<file path="config.mk">
export PLATFORM = sky130hd
export DESIGN_NAME = coproc_share_arb
export DESIGN_NICKNAME = d
export VERILOG_FILES = /design/src/rtl/coproc_share_arb.sv
export SDC_FILE = /design/constraint.sdc
export NUM_CORES = 1
export LEC_CHECK = 0
export CORE_ASPECT_RATIO = 0.8
export CORE_MARGIN = 2
export CORE_UTILIZATION = 35
export CTS_CLUSTER_DIAMETER = 30
export DETAILED_ROUTE_END_ITERATION = 8
export PLACE_DENSITY_LB_ADDON = 0.12
export SLEW_MARGIN = 20
export SYNTH_ARGS = -nofsm -noshare
export SYNTH_HDL_FRONTEND = slang
export SYNTH_SLANG_ARGS = --single-unit
</file>
<file path="constraint.sdc">
create_clock -name clk_i -period 2 [get_ports clk_i]
set_clock_uncertainty 0.1 [all_clocks]
set_input_delay 0.2 -clock clk_i [delete_from_list [all_inputs] [get_ports clk_i]]
set_output_delay 0.2 -clock clk_i [all_outputs]
set_load 0.05 [all_outputs]
</file>
<file path="src/rtl/coproc_share_arb.sv">
// -----------------------------------------------------------------------------
// coproc_share_arb
//
// Shares one coprocessor between two requesters (m0, m1). A single
// transaction is outstanding at a time and moves through four phases:
//
//   IDLE      : pick a requester (round-robin), ack it, latch its command
//   ISSUE     : offer the latched command to the coprocessor until cp_ack_i
//   WAIT_RESP : wait for the coprocessor result, bounded by TIMEOUT_CYCLES
//   DELIVER   : present the result to the owner until it acks
//
// Command word layout (64 bits): [31:0] src0_data, [63:32] src1_data.
// Response word layout (32 bits): result data.
//
// Parameters
//   TIMEOUT_CYCLES  cycles spent in WAIT_RESP before completion is forced
//                   with an all-zero result and err_o set (must be >= 1)
//
// Ports
//   clk_i                  clock, all state on the rising edge
//   rst_i                  asynchronous reset, active low
//   m0/m1_req_i            requester has a command pending
//   m0/m1_rdata_bi         requester command word
//   m0/m1_ack_o            requester command accepted this cycle
//   m0/m1_resp_req_o       response valid for that requester
//   m0/m1_resp_wdata_bo    response data for that requester
//   m0/m1_resp_ack_i       requester consumed the response
//   cp_req_o, cp_wdata_bo  command valid / command word to the coprocessor
//   cp_ack_i               coprocessor accepted the command
//   cp_resp_req_i          coprocessor response valid
//   cp_resp_rdata_bi       coprocessor result
//   cp_resp_ack_o          response consumed (low only while delivering)
//   owner_o                index of the current or last granted requester
//   busy_o                 a transaction is in flight
//   err_o                  sticky: timeout or unexpected coprocessor response
// -----------------------------------------------------------------------------
module coproc_share_arb #(
  parameter int unsigned TIMEOUT_CYCLES = 255
) (
  input  logic        clk_i,
  input  logic        rst_i,
  input  logic        m0_req_i,
  input  logic        m1_req_i,
  input  logic [63:0] m0_rdata_bi,
  input  logic [63:0] m1_rdata_bi,
  output logic        m0_ack_o,
  output logic        m1_ack_o,
  output logic        m0_resp_req_o,
  output logic        m1_resp_req_o,
  output logic [31:0] m0_resp_wdata_bo,
  output logic [31:0] m1_resp_wdata_bo,
  input  logic        m0_resp_ack_i,
  input  logic        m1_resp_ack_i,
  output logic        cp_req_o,
  output logic [63:0] cp_wdata_bo,
  input  logic        cp_ack_i,
  input  logic        cp_resp_req_i,
  input  logic [31:0] cp_resp_rdata_bi,
  output logic        cp_resp_ack_o,
  output logic        owner_o,
  output logic        busy_o,
  output logic        err_o
);

  // Wait counter is at least 8 bits and wide enough to hold TIMEOUT_CYCLES.
  localparam int unsigned CNT_RAW = $clog2(TIMEOUT_CYCLES + 1);
  localparam int unsigned CNT_W   = (CNT_RAW > 8) ? CNT_RAW : 8;

  // Value of the counter during the last permitted WAIT_RESP cycle: the
  // counter reads N-1 in the N-th cycle, so leaving here gives exactly
  // TIMEOUT_CYCLES cycles of waiting.
  localparam logic [CNT_W-1:0] WAIT_LAST = CNT_W'(TIMEOUT_CYCLES - 1);

  typedef enum logic [1:0] {
    IDLE      = 2'd0,
    ISSUE     = 2'd1,
    WAIT_RESP = 2'd2,
    DELIVER   = 2'd3
  } state_t;

  state_t           state_q, state_d;
  logic [63:0]      cmd_q, cmd_d;
  logic [31:0]      resp_q, resp_d;
  logic             owner_q, owner_d;
  logic             prio_q, prio_d;   // 1: m1 wins a tie, 0: m0 wins a tie
  logic             err_q, err_d;
  logic [CNT_W-1:0] wait_q, wait_d;

  logic             grant_valid;
  logic             grant_idx;
  logic             owner_resp_ack;
  logic             m0_ack_raw, m1_ack_raw;

  // ---------------------------------------------------------------------------
  // Round-robin pick. A lone requester always wins; on a tie prio_q decides.
  // ---------------------------------------------------------------------------
  always_comb begin
    grant_valid = m0_req_i | m1_req_i;
    grant_idx   = m1_req_i & (~m0_req_i | prio_q);
  end

  assign owner_resp_ack = owner_q ? m1_resp_ack_i : m0_resp_ack_i;

  // ---------------------------------------------------------------------------
  // Next-state and datapath control
  // ---------------------------------------------------------------------------
  always_comb begin
    // NOTE: every signal driven here gets a default first, so no path through
    // the case statement can leave one unassigned and infer a latch.
    state_d    = state_q;
    cmd_d      = cmd_q;
    resp_d     = resp_q;
    owner_d    = owner_q;
    prio_d     = prio_q;
    err_d      = err_q;
    wait_d     = wait_q;
    m0_ack_raw = 1'b0;
    m1_ack_raw = 1'b0;

    unique case (state_q)
      IDLE: begin
        // Nothing is outstanding, so any coprocessor response is stray.
        if (cp_resp_req_i) begin
          err_d = 1'b1;
        end
        if (grant_valid) begin
          m0_ack_raw = ~grant_idx;
          m1_ack_raw = grant_idx;
          cmd_d      = grant_idx ? m1_rdata_bi : m0_rdata_bi;
          owner_d    = grant_idx;
          state_d    = ISSUE;
        end
      end

      ISSUE: begin
        if (cp_ack_i) begin
          if (cp_resp_req_i) begin
            // Zero-latency coprocessor: result arrives with the accept.
            resp_d  = cp_resp_rdata_bi;
            state_d = DELIVER;
          end else begin
            wait_d  = '0;
            state_d = WAIT_RESP;
          end
        end else if (cp_resp_req_i) begin
          // Result for a command not yet accepted: acked and dropped.
          err_d = 1'b1;
        end
      end

      WAIT_RESP: begin
        if (cp_resp_req_i) begin
          resp_d  = cp_resp_rdata_bi;
          state_d = DELIVER;
        end else if (wait_q == WAIT_LAST) begin
          // Coprocessor never answered: complete with zero data and flag it.
          resp_d  = '0;
          err_d   = 1'b1;
          wait_d  = wait_q + CNT_W'(1);
          state_d = DELIVER;
        end else begin
          wait_d = wait_q + CNT_W'(1);
        end
      end

      DELIVER: begin
        // cp_resp_ack_o is low here, so a response now is not consumed, but
        // it can never belong to this transaction.
        if (cp_resp_req_i) begin
          err_d = 1'b1;
        end
        if (owner_resp_ack) begin
          prio_d  = ~owner_q;
          state_d = IDLE;
        end
      end

      default: begin
        state_d = IDLE;
      end
    endcase
  end

  // ---------------------------------------------------------------------------
  // State registers
  // ---------------------------------------------------------------------------
  // NOTE: the command and response registers are reset as well, so the data
  // outputs read zero after reset rather than carrying stale transaction data.
  always_ff @(posedge clk_i or negedge rst_i) begin
    if (!rst_i) begin
      state_q <= IDLE;
      cmd_q   <= '0;
      resp_q  <= '0;
      owner_q <= 1'b0;
      prio_q  <= 1'b0;
      err_q   <= 1'b0;
      wait_q  <= '0;
    end else begin
      // NOTE: non-blocking assignments so every register samples the values
      // computed from the previous state, independent of statement order.
      state_q <= state_d;
      cmd_q   <= cmd_d;
      resp_q  <= resp_d;
      owner_q <= owner_d;
      prio_q  <= prio_d;
      err_q   <= err_d;
      wait_q  <= wait_d;
    end
  end

  // ---------------------------------------------------------------------------
  // Outputs
  // ---------------------------------------------------------------------------
  // The handshake outputs that are decoded straight from IDLE/non-DELIVER are
  // masked with rst_i: the state register sits in IDLE throughout reset, and
  // without the mask a requester holding its request would see an ack while
  // reset is still asserted. On release the very first edge can take a grant.
  assign m0_ack_o      = rst_i & m0_ack_raw;
  assign m1_ack_o      = rst_i & m1_ack_raw;
  assign cp_resp_ack_o = rst_i & (state_q != DELIVER);

  assign m0_resp_req_o    = (state_q == DELIVER) & ~owner_q;
  assign m1_resp_req_o    = (state_q == DELIVER) &  owner_q;
  assign m0_resp_wdata_bo = owner_q ? '0 : resp_q;
  assign m1_resp_wdata_bo = owner_q ? resp_q : '0;

  assign cp_req_o    = (state_q == ISSUE);
  assign cp_wdata_bo = cmd_q;
  assign owner_o     = owner_q;
  assign busy_o      = (state_q != IDLE);
  assign err_o       = err_q;

endmodule

</file>
Yosys cells after proc, flatten, opt, wreduce, memory -nomap -nowiden

Cells that the tools add are included.

Flip-flop bits (word level): 109
Bits in latches: 0
Memory bits (writable): 0
ROM bits: 0
Input port bits: 168
Output and inout bits: 137
Logic and storage cells: 72
Memories: 0

Add/subtract/negate cells: 1
$mul: 0
Divide/modulo/power cells: 0
$lt $le $gt $ge: 0
Equality and inequality tests: 14
Shifts and indexed selects: 0
Multiplexer cells: 29
Bitwise operators: 11
Reduce and logical (&&, ||, !) cells: 10

Operators by type and width:

| kind                                                                  | number |
|---|---|
| 32-bit two-way mux                                                    | 6 |
| 64-bit two-way mux                                                    | 1 |
| 32-bit case mux with 2 select lines                                   | 1 |
| 8-bit two-way mux                                                     | 3 |
| 8-bit case mux with 2 select lines                                    | 1 |
| 2-bit != test, second input constant                                  | 7 |
| 4-bit AND reduction                                                   | 3 |
| 1-bit two-way mux                                                     | 10 |
| 2-bit two-way mux                                                     | 5 |
| 8-bit by 1-bit adder with 8-bit output, second input constant         | 1 |
| 8-bit equality test, second input constant                            | 1 |
| 2-bit case mux with 4 select lines                                    | 1 |
| 1-bit AND                                                             | 6 |
| 2-bit equality test, second input constant                            | 2 |
| 2-bit by 1-bit != test with 1-bit output, second input constant       | 2 |
| 2-bit AND reduction                                                   | 2 |
| 2-bit nonzero test                                                    | 2 |
| 3-bit != test, second input constant                                  | 1 |
| 1-bit inverter                                                        | 3 |
| 1-bit case mux with 3 select lines                                    | 1 |
| 3-bit AND reduction                                                   | 1 |
| 2-bit by 1-bit equality test with 1-bit output, second input constant | 1 |
| 2-bit logical NOT                                                     | 1 |
| 1-bit OR                                                              | 2 |
| 2-bit OR reduction                                                    | 1 |

Longest topological paths before layout

Gate-level depths: netlist of run 1.

Depth after elaboration: 7
Gate-level depth with buffers: 9
Depth with buffers taken out: 6

Least setup slack after synthesis of run 1

No wires, ideal clock.

Path type: reg-to-reg
Start point: register state_q[1]
End point: register resp_q[0]
Setup time: 0.121 ns
Arrival: 2.052 ns
Data required time: 1.779 ns
Path slack: -0.273 ns
Cell stages (with the launch flop): 8
Buffers on the path: 2
Clock period less this slack: 2.273 ns
Cell sequence: dfrtp_1 -> inv_1 -> ha_1 -> mux2i_2 -> nor2b_1 -> buf_4 -> buf_2 -> a22o_1

Cells in the longest elaborated chain, start to end: 3
Elaborated cells on any way between the ends: 8
Classes of those cells: eq/ne: 5; mux: 1; reduce/logical: 2

Ends and longest elaborated chain:

| item                                                                                            | RTL line | text |
|---|---|---|
| start, declared                                                                                 | 81       | `state_t state_q, state_d;` |
| start signal, assigned                                                                          | 201      | `state_q <= state_d;` |
| 2-bit by 1-bit equality test with 1-bit output (*)                                              | n/a      |  |
| net cp_req_o                                                                                    | 54       | `output logic cp_req_o,` |
| 2-bit by 1-bit != test with 1-bit output (no source line) or 2-bit nonzero test (tied branches) | n/a      |  |
| 4-bit AND reduction (no source line)                                                            | n/a      |  |
| end signal, assigned                                                                            | 203      | `resp_q <= resp_d;` |
| end, declared                                                                                   | 83       | `logic [31:0] resp_q, resp_d;` |

Mark *: on every way through the listed nets, which the timed path passes. The rest lies on a longest branch.
A chain may end at the register's enable or synchronous reset.

Worst setup path after layout of run 1

Start point: register state_q[1]
End point: output m0_ack_o

Cells in the longest elaborated chain, start to end: 3

Ends and longest elaborated chain:

| item              | RTL line | text |
|---|---|---|
| 2-bit logical NOT | 120      | `unique case (state_q)` |
| 1-bit two-way mux | 120      |  |
| 1-bit AND         | 218      | `assign m0_ack_o = rst_i & m0_ack_raw;` |
| end, declared     | 46       | `output logic m0_ack_o,` |

No other way between the ends.

==> load_flow_metrics.sql, run 1 <==
INSERT INTO impl_metrics (metric_group, metric, value, unit) VALUES
('outcome', 'outcome', 'completed', ''),
('clocking', 'clk_root_buf', 'clkbuf_16', ''),
('drt', 'route.vias.total', '4894', ''),
('sta', 'setup_repair_after_global_routing_missed_its_margin', 'true', ''),
('synth', 'synth.yosys.warnings', '0', ''),
('drt', 'drt_iter0_markers', '197', ''),
('power', 'worst_ir_drop_vdd', '0.875', 'mV'),
('drt', 'route.detailed.vias_per_inst', '4.91', ''),
('drt', 'routed_wl', '17800', 'um'),
('power', 'clock_power_share', '10.4', '%'),
('global_route', 'grt_antenna_before_repair', '0', ''),
('drt', 'detail_route.first_pass.iterations', '4', ''),
('clocking', 'clkLatencyLatePin', '0.35', 'ns'),
('synth', 'synth.largest_area_cell', 'dfrtp_1', ''),
('cells_and_area', 'multiInputGateArea', '2440', 'um^2'),
('synth', 'synthesis.area_per_instance', '10.8', 'um^2'),
('power', 'power_density', '1790', 'nW/um^2'),
('power', 'sw_frac_of_total', '49.3', '%'),
('clocking', 'numCtsBuffers', '9', ''),
('synth', 'synth_flop_cell', 'dfrtp_1', ''),
('synth', 'synth_area_leaders', 'dfrtp_1 51%, and2_1 7.6%, mux2i_1 6.9%', ''),
('floorplanning', 'die_h', '114', 'um'),
('setup_path', 'timing.critical_path.required', '1.70', 'ns'),
('floorplanning', 'io-pin-count', '305', ''),
('setup_path', 'timing.critical_path.fanout_max', '3', ''),
('floorplanning', 'initial_utilization', '35.6', '%'),
('synth', 'synth_largest_type_area_fraction', '51.2', '%'),
('drt', 'route.antenna.remaining_nets', '0', ''),
('cells_and_area', 'drive_gt1_share', '16.9', '%'),
('synth', 'yosys_register_bits', '109', ''),
('global_route', 'maximum_number_of_pins_on_one_net_before_global_route_repair', '69', ''),
('sta', 'fin_crit', '1.99', 'ns'),
('sta', 'maxClockFrequency', '0.502', 'GHz'),
('global_route', 'globalRouteTotalUtil', '21.4', '%'),
('sta', 'tightest_slew', '0.879', 'ns'),
('global_route', 'grt_pass1_vias', '4675', ''),
('sta', 'finalCritPeriodShare', '99.6', '%'),
('cells_and_area', 'fillCellCount', '1210', ''),
('setup_path', 'critPathLaunchType', 'flip-flop', ''),
('sta', 'setup_viol_count_final', '0', ''),
('sta', 'report.final.hold_viol_count', '0', ''),
('place', 'dp.final_hpwl', '13200', 'um'),
('power', 'internal-power', '8.48', 'mW'),
('clocking', 'worst_setup_hold_path_clk_slew', '0.07', 'ns'),
('synth', 'synth_sequential_area_ratio', '51.2', '%'),
('drt', 'detail_route.drc_violations', '0', ''),
('place', 'port_buffers', '304', ''),
('cells_and_area', 'antenna_diode_instance_count', '0', ''),
('synth', 'synth-async-reset-ratio', '100', '%'),
('min_path', 'hp-class', 'in -> async', ''),
('global_route', 'wire_length_of_the_first_global_routing_pass', '26300', 'um'),
('clocking', 'clockBufferDepth', '2', ''),
('cells_and_area', 'final_net_count', '977', ''),
('place', 'gp_congestion', '0.798', ''),
('sta', 'max-slew-margin-rel', '41.4', '%'),
('floorplanning', 'dieWidth', '142', 'um'),
('drt', 'drt-wirelength-per-cell', '17.9', 'um'),
('clocking', 'htree_levels', '3', ''),
('place', 'post-place-cells', '969', ''),
('sta', 'final_hold_slack', '0.128', 'ns'),
('synth', 'synthDistinctLibCells', '39', ''),
('power', 'p_leak', '4.12', 'nW'),
('power', 'p_total', '16.7', 'mW'),
('power', 'power_frac_seq', '23.1', '%'),
('cells_and_area', 'post_synthesis_to_final_layout_area_growth', '75.0', '%'),
('power', 'switching_power', '8.25', 'mW'),
('floorplanning', 'design.core.area', '15000', 'um^2'),
('setup_path', 'worst-setup-path-type', 'reg -> out', ''),
('synth', 'synth_nets', '669', ''),
('synth', 'synth_enable_flop_cells', '0', ''),
('power', 'combinationalPowerShare', '66.5', '%'),
('synth', 'syn_area', '5330', 'um^2'),
('job', 'maxCapViolCount', '0', ''),
('cells_and_area', 'final-instance-count-excl-fill', '996', ''),
('cells_and_area', 'final-seq-area', '2730', 'um^2'),
('synth', 'synthCells', '494', ''),
('clocking', 'cts_sinks', '109', ''),
('sta', 'final-max-slew-violation-count', '0', ''),
('floorplanning', 'die_area', '16200', 'um^2'),
('setup_path', 'timing.critical_path.to_type', 'output pin', ''),
('clocking', 'clock_tree_from_tritoncts', 'yes', ''),
('global_route', 'grt_remaining_overflow', '0', ''),
('floorplanning', 'rows', '40', ''),
('setup_path', 'worst-endpoint-arrival', '1.69', 'ns');
-- state kept, by name, indices dropped and copies added (netlist names) --
register,flops
cp_wdata_bo,64
wait_q,8
prio_q,1
resp_q,32
owner_o,1
state_q,2
err_o,1
-- power by group through the flow --
| stage | Sequential, mW | Combinational (mW) | Clock (mW) |
|---|---|---|---|
| floorplan | 5.95 | 4.73 | 0 |
| global placement | 3.87 | 10.8 | 0 |
| detailed placement | 3.90 | 10.9 | 0 |
| CTS | 3.87 | 11.2 | 1.80 |
| global route | 3.99 | 11.7 | 1.90 |
| finish | 3.86 | 11.1 | 1.74 |
-- cell families after synthesis --
| kind of cell | count (synthesis) | synth area share [%] |
|---|---|---|
| fa+ha+maj | 7 | 1.64 |
| compound gates | 117 | 16.6 |
| flops | 109 | 51.2 |
| buf+inv | 43 | 4.58 |
| simple gates | 179 | 18.6 |
| mux | 39 | 7.42 |
-- per-layer routing --
| metal | GRT usage, % | vias to the layer above | wire length (um) |
|---|---|---|---|
| met5 | 0 | - | 0 |
| met4 | 7.20 | 0 | 422 |
| met3 | 4.85 | 27 | 1040 |
| met2 | 36.6 | 176 | 8890 |
| met1 | 26.9 | 2333 | 7480 |
| li1 | - | 2358 | - |
-- path summary, 6_finish.rpt --
path / start / to / slack (ns) / depth (start not counted)
max: state_q[1]$_DFFE_PN0P_ / m0_ack_o / 0.007 / 6
min: rst_i / cp_wdata_bo[62]$_DFFE_PN0P_ / 0.13 / 2
max reg2reg: state_q[1]$_DFFE_PN0P_ / resp_q[24]$_DFFE_PN0P_ / 0.09 / 6
min reg2reg: cp_wdata_bo[28]$_DFFE_PN0P_ / cp_wdata_bo[28]$_DFFE_PN0P_ / 0.38 / 2
max in group asynchronous: rst_i / cp_wdata_bo[8]$_DFFE_PN0P_ / 0.60 / 3
min in group clk_i: cp_resp_rdata_bi[15] / resp_q[15]$_DFFE_PN0P_ / 0.35 / 2
-- cells in the final DEF (no fill, tap or decap), types with 3 or more instances in the layout --
cell type        count
clkdlybuf4s50_1    231
dfrtp_1            108
and2_1              63
buf_4               59
nand2_1             49
o21ai_0             42
buf_12              39
mux2i_1             37
nor2b_1             36
a22o_1              33
a221o_1             30
clkbuf_16            9
nor2_1               6
ha_1                 5
inv_1                3
nor2_4               3
nand3_1              3
nand2b_1             3
a21oi_1              3
-- synthesized netlist by cell type (2+ instances only) --
cell type  instances
a21oi_1            3
a221o_1           30
a22o_1            33
and2_1            65
buf_2              9
buf_4              5
buf_6              7
clkbuf_1          16
dfrtp_1          109
ha_1               7
inv_1              6
mux2i_1           37
nand2_1           49
nand2b_1           3
nand3_1            3
nand4_1            2
nor2_1             7
nor2b_1           37
nor3_1             3
nor4_1             2
o21ai_0           42
o21ai_1            2
-- area by class of cell --
class | instances | area share, %
Inverter | 6 | 0.268
Timing Repair Buffer | 333 | 38.7
Multi-Input combinational cell | 343 | 26.2
Clock inverter | 6 | 0.497
Sequential cell | 109 | 29.3
Tap cell | 189 | 2.54
Clock buffer | 10 | 2.56
-- critical path, stage by stage, from the launching register on --
cell	delay, ns
dfrtp_1	0.40
inv_2	0.12
ha_4	0.17
o21ai_4	0.06
and2b_4	0.29
and2_4	0.16
buf_8	0.14
-- metrics by stage --
stage	cell area (um^2)	setup WS [ns]	setup TNS [ns]	utilization, %
after CTS	9300	0.00287	0	62.1
final	9320	0.00713	0	62.3
after detailed placement	8870	-0.118	-4.79	59.3
after global routing	9320	-0.0436	-0.0436	62.3
after floorplan	5340	0.0207	0	-
after global placement	8870	0.000360	0	59.3
-- what timing repair did --
item / 4_1_cts / 5_1_grt
pin swaps: 2 / 1
cloned: 2 / 0
hold buffers: 1 / 0
hold endpoints to repair: 41 / 0
resized for setup: 15 / 1
setup buffers: 5 / 3
setup endpoints to repair: 53 / 9
Note: power is estimated with default switching activity, not from simulation.
==> run 2: changes to the inputs <==
Settings changed: CTS_CLUSTER_DIAMETER 30 to 150, TNS_END_PERCENT set to 5.
==> run 2 against run 1 <==
First-iteration DRC count up 6.1%. Register-to-register slack better by 0.04 ns. Clock-buffer cell count unchanged. Critical path depth unchanged. Critical path type unchanged.
==> load_flow_metrics.sql, run 2 (same netlist as run 1, synthesis figures left out) <==
INSERT INTO impl_metrics (metric_group, metric, value, unit) VALUES
('outcome', 'outcome', 'completed', ''),
('cells_and_area', 'antenna_diode_instance_count', '0', ''),
('global_route', 'wire_length_of_the_first_global_routing_pass', '26500', 'um'),
('clocking', 'cts_sinks', '109', ''),
('clocking', 'worst_setup_hold_path_clk_slew', '0.07', 'ns'),
('floorplanning', 'dieWidth', '142', 'um'),
('global_route', 'grt_pass1_vias', '4851', ''),
('cells_and_area', 'post_synthesis_to_final_layout_area_growth', '75.6', '%'),
('cells_and_area', 'mostFrequentLayoutCell', 'clkdlybuf4s50_1', ''),
('place', 'placement_setup_slack', '-0.0410', 'ns'),
('cells_and_area', 'largest_register_ff_count', '64', ''),
('cells_and_area', 'mostFrequentLayoutCells', '231 x clkdlybuf4s50_1, 108 x dfrtp_1, 63 x and2_1', ''),
('global_route', 'globalRouteTotalUtil', '20.7', '%'),
('setup_path', 'timing.critical_path.fanout_max', '4', ''),
('floorplanning', 'die_area', '16200', 'um^2'),
('floorplanning', 'initial_utilization', '35.6', '%'),
('place', 'dp.final_hpwl', '13100', 'um'),
('sta', 'setup_repair_after_global_routing_missed_its_margin', 'true', ''),
('sta', 'max-slew-margin-rel', '63.2', '%'),
('drt', 'routed_wl', '17100', 'um'),
('power', 'worst_ir_drop_vdd', '0.672', 'mV'),
('setup_path', 'worst-endpoint-arrival', '1.69', 'ns'),
('floorplanning', 'io-pin-count', '305', ''),
('cells_and_area', 'final_area', '9360', 'um^2'),
('sta', 'maxClockFrequency', '0.503', 'GHz'),
('power', 'p_leak', '4.12', 'nW'),
('power', 'power_density', '1780', 'nW/um^2'),
('clocking', 'htree_levels', '3', ''),
('drt', 'drt_iter0_markers', '209', ''),
('drt', 'route.vias.total', '4888', ''),
('sta', 'report.final.hold_viol_count', '0', ''),
('drt', 'route.detailed.vias_per_inst', '4.93', ''),
('clocking', 'clkLatencyLatePin', '0.34', 'ns'),
('sta', 'postLayoutSetupSlackWorst', '0.0108', 'ns'),
('drt', 'route.antenna.remaining_nets', '0', ''),
('clocking', 'numCtsBuffers', '9', ''),
('clocking', 'clockBufferDepth', '2', ''),
('clocking', 'clock_tree_from_tritoncts', 'yes', ''),
('clocking', 'clk_root_buf', 'clkbuf_16', ''),
('floorplanning', 'rows', '40', ''),
('sta', 'final-max-slew-violation-count', '0', ''),
('power', 'p_total', '16.7', 'mW'),
('cells_and_area', 'drive_gt1_share', '16.4', '%'),
('drt', 'detail_route.first_pass.iterations', '5', ''),
('sta', 'finalCritPeriodShare', '99.5', '%'),
('global_route', 'grt_antenna_before_repair', '0', ''),
('place', 'post_dp_cell_area', '9000', 'um^2'),
('place', 'gp_congestion', '0.795', ''),
('setup_path', 'critPathLaunchType', 'flip-flop', ''),
('place', 'port_buffers', '304', ''),
('cells_and_area', 'final_net_count', '973', ''),
('floorplanning', 'design.core.area', '15000', 'um^2'),
('setup_path', 'worst-setup-path-type', 'reg -> out', ''),
('setup_path', 'worst-r2r-setup-slack', '0.13', 'ns'),
('min_path', 'hp-class', 'in -> async', ''),
('floorplanning', 'die_h', '114', 'um'),
('global_route', 'grt_remaining_overflow', '0', ''),
('sta', 'fin_crit', '1.99', 'ns'),
('cells_and_area', 'fillCellCount', '1204', ''),
('sta', 'setup_viol_count_final', '0', ''),
('global_route', 'maximum_number_of_pins_on_one_net_before_global_route_repair', '96', ''),
('job', 'maxCapViolCount', '0', ''),
('sta', 'tightest_slew', '0.550', 'ns'),
('setup_path', 'timing.critical_path.to_type', 'output pin', ''),
('setup_path', 'timing.critical_path.required', '1.70', 'ns'),
('drt', 'detail_route.drc_violations', '0', ''),
('drt', 'drt-wirelength-per-cell', '17.2', 'um');
run 2: cell types whose count changed in the layout (fill, tap and decap cells not counted), sizes merged:
cell	before	now
buf	100	97
bufbuf	1	0
run 2: metal layers:
layer | track usage [%] | vias to the layer above | routed length, um
li1 | - | 2347 | -
met1 | 25.6 | 2342 | 6890
met2 | 36.7 | 183 | 8850
met3 | 4.98 | 16 | 1120
met4 | 4.73 | 0 | 235
met5 | 0 | - | 0
run 2: layout make-up:
cell class,instances,area [um^2],share of cell area [%]
Inverter,6,22.5,0.241
Timing Repair Buffer,329,3650,39.0
Multi-Input combinational cell,343,2430,26.0
Sequential cell,109,2730,29.2
Clock buffer,10,239,2.55
Clock inverter,6,46.3,0.495
Tap cell,189,236,2.53
run 2: through the flow:
step	hold WS (ns)	utilization (%)	setup TNS (ns)	std cells
finish	0.181	62.5	0	992
global route	0.203	62.5	-0.0581	992
CTS	0.177	62.4	0	991
detailed placement	0.00890	60.1	-0.903	972
global placement	0.000413	60.1	0	972
floorplan	-0.196	-	-0.0311	494
run 2: final timing paths:
check                                            start                           to  cells after the start
min in group clk_i                cp_resp_rdata_bi[19]       resp_q[19]$_DFFE_PN0P_                      2
max                             state_q[1]$_DFFE_PN0P_                     m0_ack_o                      6
min                                              rst_i       state_q[0]$_DFFE_PN0P_                      2
min reg2reg                cp_wdata_bo[17]$_DFFE_PN0P_  cp_wdata_bo[17]$_DFFE_PN0P_                      2
max reg2reg                     state_q[0]$_DFFE_PN0P_       resp_q[17]$_DFFE_PN0P_                      7
max in group asynchronous                        rst_i        wait_q[2]$_DFFE_PN0P_                      3
run 2: report_power, final:
part / internal, mW / total, mW / leakage [nW] / switching (mW)
registers: 3.22 / 3.85 / 1.35 / 0.627
clock network: 0.887 / 1.71 / 0.135 / 0.823
logic: 4.44 / 11.1 / 2.63 / 6.69
run 2: critical path, stage by stage (launching register included):
cell	delay, ns
dfrtp_1	0.42
inv_2	0.13
ha_4	0.16
o21ai_4	0.05
and2b_4	0.28
and2_4	0.16
buf_8	0.14
run 2: what timing repair did:
item                                    in CTS  in global routing
gates cloned                                 1                  0
hold buffers                                 1                  0
gates resized for setup                     10                  2
setup buffers                                1                  1
pin swaps                                    1                  2
endpoints found under the setup margin      34                 34
endpoints found under the hold margin       14                  0
==> run 3: changes to the inputs <==
Settings changed: CAP_MARGIN set to 20.
==> results of run 3 <==
Final layout, timing and power as in run 2 (identical DEF).
